===== src/rtl/alu_pkg.sv =====
// Shared definitions for the ALU result capture path: capture FSM states,
// default channel geometry and the fixed channel-to-operation mapping.
package alu_pkg;

    typedef enum logic [0:0] {
        IDLE = 1'b0,
        FULL = 1'b1
    } cap_state_e;

    localparam int unsigned ALU_WIDTH  = 8;
    localparam int unsigned ALU_NUM_CH = 4;
    localparam int unsigned ALU_SEL_W  = 3;

    // Result channel assignment inherited from the existing ALU datapath.
    localparam int unsigned CH_TRANSFER = 0;
    localparam int unsigned CH_ADDSUB   = 1;
    localparam int unsigned CH_GATE     = 2;
    localparam int unsigned CH_COMPARE  = 3;

endpackage


===== src/rtl/result_select_comb.sv =====
// NUM_CH:1 combinational result select with an in-range flag for Select.
// Purely combinational; all state lives in the parent capture block.
module result_select_comb
    import alu_pkg::*;
#(
    parameter int unsigned WIDTH  = ALU_WIDTH,
    parameter int unsigned NUM_CH = ALU_NUM_CH,
    parameter int unsigned SEL_W  = ALU_SEL_W
) (
    input  logic [NUM_CH*WIDTH-1:0] Results,
    input  logic [SEL_W-1:0]        Select,
    output logic [WIDTH-1:0]        Sel_Data,
    output logic                    Sel_Ok
);

    // Pick the addressed channel; out-of-range selects yield zero and are
    // rejected by Sel_Ok, so the data value never reaches a register.
    always_comb begin
        Sel_Data = '0;
        for (int i = 0; i < NUM_CH; i++) begin
            if (Select == SEL_W'(i)) begin
                Sel_Data = Results[i*WIDTH +: WIDTH];
            end
        end
    end

    assign Sel_Ok = (32'(Select) < NUM_CH);

endmodule


===== src/rtl/result_capture_mux.sv =====
// Captures one ALU result channel into an output register on Flag, with a
// one-entry valid/ready handshake toward the consumer, sticky error flags
// and a wrapping count of successful captures. All outputs are registered.
module result_capture_mux
    import alu_pkg::*;
#(
    parameter int unsigned WIDTH  = ALU_WIDTH,
    parameter int unsigned NUM_CH = ALU_NUM_CH,
    parameter int unsigned SEL_W  = ALU_SEL_W,
    parameter int unsigned CNT_W  = 8
) (
    input  logic                    Clk,
    input  logic                    Reset,
    input  logic                    Flag,
    input  logic [NUM_CH*WIDTH-1:0] Results,
    input  logic [SEL_W-1:0]        Select,
    input  logic                    Out_Ready,
    input  logic                    Err_Clr,
    output logic [WIDTH-1:0]        Mux_Out,
    output logic [SEL_W-1:0]        Out_Ch,
    output logic                    Out_Valid,
    output logic                    Sel_Err,
    output logic                    Overrun,
    output logic [CNT_W-1:0]        Cap_Count
);

    cap_state_e       state_q, state_d;
    logic [WIDTH-1:0] mux_out_q;
    logic [SEL_W-1:0] out_ch_q;
    logic             sel_err_q, overrun_q;
    logic [CNT_W-1:0] cap_count_q;

    logic [WIDTH-1:0] sel_data;
    logic             sel_ok;
    logic             capture;
    logic             drain;

    result_select_comb #(
        .WIDTH  (WIDTH),
        .NUM_CH (NUM_CH),
        .SEL_W  (SEL_W)
    ) u_select (
        .Results  (Results),
        .Select   (Select),
        .Sel_Data (sel_data),
        .Sel_Ok   (sel_ok)
    );

    // A pending result frees its slot in the same cycle it is drained, which
    // lets a new capture land back-to-back without a bubble.
    assign drain   = (state_q == FULL) && Out_Ready;
    assign capture = Flag && sel_ok && ((state_q == IDLE) || Out_Ready);

    // Capture FSM state register.
    always_ff @(posedge Clk or posedge Reset) begin
        if (Reset) begin
            state_q <= IDLE;
        end else begin
            state_q <= state_d;
        end
    end

    // Next state: capture wins over drain; otherwise hold.
    always_comb begin
        state_d = state_q;
        if (capture) begin
            state_d = FULL;
        end else if (drain) begin
            state_d = IDLE;
        end
    end

    // Data, channel, counter and sticky error registers.
    always_ff @(posedge Clk or posedge Reset) begin
        if (Reset) begin
            mux_out_q   <= '0;
            out_ch_q    <= '0;
            cap_count_q <= '0;
            sel_err_q   <= 1'b0;
            overrun_q   <= 1'b0;
        end else begin
            if (capture) begin
                mux_out_q   <= sel_data;
                out_ch_q    <= Select;
                cap_count_q <= cap_count_q + 1'b1;
            end
            // Set has priority over a coincident clear.
            sel_err_q <= (Flag && !sel_ok) || (sel_err_q && !Err_Clr);
            overrun_q <= (Flag && (state_q == FULL) && !Out_Ready) || (overrun_q && !Err_Clr);
        end
    end

    assign Mux_Out   = mux_out_q;
    assign Out_Ch    = out_ch_q;
    assign Out_Valid = (state_q == FULL);
    assign Sel_Err   = sel_err_q;
    assign Overrun   = overrun_q;
    assign Cap_Count = cap_count_q;

endmodule


===== config.mk =====
export PLATFORM = sky130hd
export DESIGN_NAME = result_capture_mux
export DESIGN_NICKNAME = d
export VERILOG_FILES = /design/src/rtl/alu_pkg.sv /design/src/rtl/result_select_comb.sv /design/src/rtl/result_capture_mux.sv
export SDC_FILE = /design/constraint.sdc
export NUM_CORES = 1
export LEC_CHECK = 0
export CORE_UTILIZATION = 40
export DETAILED_ROUTE_END_ITERATION = 10
export DONT_BUFFER_PORTS = 1
export GPL_TIMING_DRIVEN = 1
export HOLD_SLACK_MARGIN = 0.02
export SLEW_MARGIN = 20
export SYNTH_ARGS = -nofsm -noshare
export SYNTH_HDL_FRONTEND = slang
export SYNTH_SLANG_ARGS = --single-unit

===== constraint.sdc =====
create_clock -name Clk -period 2.95 [get_ports Clk]
set_clock_uncertainty 0.05 [all_clocks]
set_input_delay 0.59 -clock Clk [delete_from_list [all_inputs] [get_ports Clk]]
set_output_delay 0.59 -clock Clk [all_outputs]
set_load 0.02 [all_outputs]

Word-level counts from Yosys, hierarchy flattened
Index checks and enable logic that the tools add are counted.
Word-level totals
  bits of input ports: 40
  word-level logic and storage cells: 34
  output and inout bits: 22
  flip-flop bits (word level): 22
Cells by class
  bitwise logic cells: 1
  eq/ne operators: 3
  multiplexer cells: 6
  $lt $le $gt $ge: 1
  add/sub/neg operators: 1
  reductions and logical operators: 16
Operators with widths (number)
  $mux 8: 4
  $add 8x1->8 const B: 1
  $logic_and 1x1->1: 8
  $eq 3x2->1 const B: 2
  $eq 3x1->1 const B: 1
  $logic_not 1->1: 3
  $logic_not 3->1: 1
  $logic_or 1x1->1: 3
  $lt 3x3->1 const B: 1
  $mux 1: 2
  $reduce_bool 2->1: 1
  $not 1->1: 1

Longest topological paths before layout
  word-level depth: 5
  gate-level depth with buffers: 5
  depth with buffers taken out: 4

Cells and area by module
A second synthesis with hierarchy kept.
Unflattened totals
  cells, all modules: 93
  area total of the unflattened synthesis: 1192.4 um^2
By module, submodules not included
  result_capture_mux: cells an instance 62, instances 1, area each 925.9 um^2, sequential area each 550.5 um^2
  result_select_comb: cells an instance 31, instances 1, area each 266.5 um^2, sequential area each 0.0 um^2

Worst setup path after synthesis
OpenSTA, ideal clock, no wires.
  path kind: input-to-reg
  from: in Select[0]
  to: reg mux_out_q[2] (netlist: Mux_Out[2])
  stages: 3
  arrival: 1.467 ns
  path slack: 1.308 ns
  setup time: 0.125 ns
  path buffers: 1
  cell sequence: buf_6 > mux4_2 > mux2_4
Between the ends
  longest elaborated chain between the ends: 5
  elaborated cells on any way between the ends: 11
RTL lines
  from (decl): line result_capture_mux.sv:16  | input logic [SEL_W-1:0] Select,
  $logic_not 3->1: line result_select_comb.sv:21  | if (Select == SEL_W'(i)) begin
  $mux 8 (4 in a row): line result_select_comb.sv:21
  to (signal assigned): line result_capture_mux.sv:83  | mux_out_q <= sel_data;
  to (decl): line result_capture_mux.sv:28  | logic [WIDTH-1:0] mux_out_q;
Parallel ways exist; a longest one is shown, timed or not.
A chain may end at the register's enable or synchronous reset.

Worst setup path in the final report
  from: reg state_q (netlist: Out_Valid)
  to: reg out_ch_q[1] (netlist: Out_Ch[1])
Between the ends
  longest elaborated chain between the ends: 3
RTL lines
  from (decl): line result_capture_mux.sv:27  | cap_state_e state_q, state_d;
  from (signal assigned): line result_capture_mux.sv:59  | state_q <= state_d;
  $not 1->1: line result_capture_mux.sv:52  | assign capture = Flag && sel_ok && ((state_q == IDLE) || Out_Ready);
  $logic_or 1x1->1: line result_capture_mux.sv:52
  $logic_and 1x1->1: line result_capture_mux.sv:52
  to (signal assigned): line result_capture_mux.sv:84  | out_ch_q <= Select;
  to (decl): line result_capture_mux.sv:29  | logic [SEL_W-1:0] out_ch_q;
No other way between the ends.

==> key figures <==
Global route
  – Vias in the first global route: 618
  – GR met3 Demand/Resource: 5.28%
  – Largest net degree at the start of global routing: 23
  – Global-route wire length before repair: between 2000 and 3000 um
  – GRT Residual Overflow: 0
  – Initial antenna violation count: 0
  – GR Util met2: a little under a quarter
  – GRT Util Overall: roughly 14%
  – Busiest grt layer: met2
  – Grt met1 use: between 15 and 20%

Detailed routing
  – Vias/cell: ~5.7
  – Routed vias: 596
  – Total wire length: about 1800 um
  – Drc violations: 0
  – DRT iter0 DRCs: 5
  – Avg WL per Cell: roughly 18 um
  – Drt first pass iters: 3
  – Post-DRT Antenna Nets: 0

Synth
  – Post-synthesis async set-or-reset flop share: 100%
  – Post-synthesis sequential area ratio: between 40% and 50%
  – Flops & latches, synth: 22
  – Top-area cell type share of the netlist area: roughly half
  – Dominant synthesized flop cell: dfrtp_1
  – Synth warnings: 0
  – Netlist Area Pre-Place: between 1000 and 1500 um2
  – Post-synth net total: approximately 110
  – Syn_area_per_cell: between 15 and 20 um2
  – Ranking of synthesized cells by instance count: 22 x dfrtp_1, 8 x mux2_4, 8 x mux4_2
  – Top-count cell post-synth: dfrtp_1
  – Top cells by area, synth: dfrtp_1 50%, mux4_2 16%, mux2_4 11%
  – Number of flops mapped to enable cells by yosys: 0
  – Synth area leader: dfrtp_1
  – Synth Instances: between 70 and 80
  – Distinct cells, synth: 20

Final layout
  – Antenna diodes: 0
  – Fill cells: 233
  – Final std cells w/o fill: between 100 and 150
  – Synth-to-layout area growth: 4.28%
  – Layout cells sized above 1: 35.1%
  – Final Net Count: roughly 120
  – Util after Layout: a little under half

Timing
  – Tmin final: approximately 1500 ps
  – Final number of setup-violating endpoints: 0
  – RSZ-0062 raised after global routing: false
  – Worst setup margin: around 1400 ps
  – Slew Limit Headroom: between 40% and 50%
  – Final hold vios: 0
  – Worst-margin pin slew: 824 ps
  – Min Hold Slack: 267 ps
  – Slew Limit Fails: 0
  – Setup TNS: 0 ps
  – Fin crit share: 51.6%
  – Top achievable clock speed: approximately 0.66 GHz

Hold path
  – Worst hold path class: input port to asynchronous set/reset pin

Critical path
  – WP data required: 3100 ps
  – Critical path type: flop to flop
  – Crit Path Max Fanout: 16
  – CP Capture Type: flop
  – Worst Path Arrival: ~1700 ps
  – Startpoint Class: flop

Clock tree
  – Hold buffer count at CTS: 0
  – CTS tree: built
  – Clk_lat worst skew: around 300 ps
  – H-tree levels: 1
  – # Post-CTS Setup Buffers: 0
  – Num Clock Sinks: 22
  – CTS Root Cell: clkbuf_4
  – Clock Pin Slew Worst Setup and Hold Paths: roughly 120 ps
  – Clock buffer count from CTS: 3
  – Post-CTS sizing: 0
  – Bufs on Longest Clock Path: 2

Floorplan
  – Row count: 18
  – Die Y: 54.7 um
  – I/O pins: between 60 and 70
  – Die extent in x: 54.7 um
  – Die area: between 2000 and 3000 um2
  – Initial Util: 43.6%
  – Core Region: about 2500 um2

Placed design
  – RD Place Congestion: 0.683
  – Placed insts: 100
  – Hpwl dp: 1410 um
  – PortBufs: 0
  – Worst slack, placed: approximately 1300 ps

Status
  – Status: completed

Flow run
  – Max Cap Viol: 0

Power and ir drop
  – Peak supply drop: 0.385 mV
  – Power per cell area: 722 nW/um2
  – Leakage: roughly 0.5 nW
[sequential cells by signal (all words and copies together), names as in the netlist]
register and flops:
Mux_Out 8, Cap_Count 8, Out_Ch 3, Out_Valid 1
Overrun 1, Sel_Err 1
[area by class of cell]
| type | instances | area (um2) | area share [%] |
|---|---|---|---|
| clock buffer | 4 | 36.3 | 3.14 |
| inverter | 3 | 11.3 | 0.973 |
| multi-input combinational | 45 | 522 | 45.1 |
| sequential | 22 | 551 | 47.6 |
| tap | 30 | 37.5 | 3.24 |
[routing by layer]
| metal | part of all wire, % | vias to the layer above |
|---|---|---|
| met5 | 0 | - |
| met4 | 2.2 | 0 |
| met3 | 12 | 4 |
| met2 | 46 | 42 |
| met1 | 40 | 288 |
| li1 | - | 262 |
[worst max-delay path, stage by stage, from the launching register on]
cell	delay (ps)
dfrtp_1	470
and2b_4	230
nor2_8	290
mux2_2	370
[placed cells by master (no fill, tap or decap), drive strengths merged]
cell,netlist,final
nand2b,2,2
nand4,3,3
mux2,11,11
xor2,1,1
ha,1,1
nand2,6,6
dfrtp,22,22
nor2,1,1
and2b,1,1
xnor2,6,6
nor3,1,1
mux4,8,8
inv,3,3
clkbuf,1,4
o21ai,2,2
nor2b,1,1
and3,1,1
[logic make-up after synthesis]
group,synth area share [%]
adder cells (fa/ha/maj),1.13
buffers and inverters,3.38
AND/OR/NAND/NOR,9.36
flip-flops,49.6
AO/OA/AOI/OAI,0.902
multiplexers,30.1
XOR/XNOR,5.52
[worst paths after layout]
kind	slack (ps)	from	to	cells after the start
setup / recovery	1430	Out_Valid	Out_Ch[1]	3
hold / removal	270	Reset	Mux_Out[5]	1
setup reg to reg	1430	Out_Valid	Out_Ch[1]	3
hold reg to reg	600	Cap_Count[6]	Cap_Count[6]	1
max in group asynchronous	2070	Reset	Mux_Out[7]	1
min in group Clk	320	Err_Clr	Sel_Err	1
[power by group]
| group | total [mW] | internal, mW | switching [mW] |
|---|---|---|---|
| clock network | 0.164 | 0.0753 | 0.0891 |
| registers | 0.529 | 0.369 | 0.161 |
| logic | 0.142 | 0.0945 | 0.0479 |
| total | 0.836 | 0.538 | 0.298 |
[per-stage QoR]
step	instance area, um2	power, mW
floorplan	1110	0.649
global placement	1120	0.675
detailed placement	1120	0.681
CTS	1160	0.849
global route	1160	0.886
finish	1160	0.836
No activity file was read; power rests on OpenSTA's default activity.
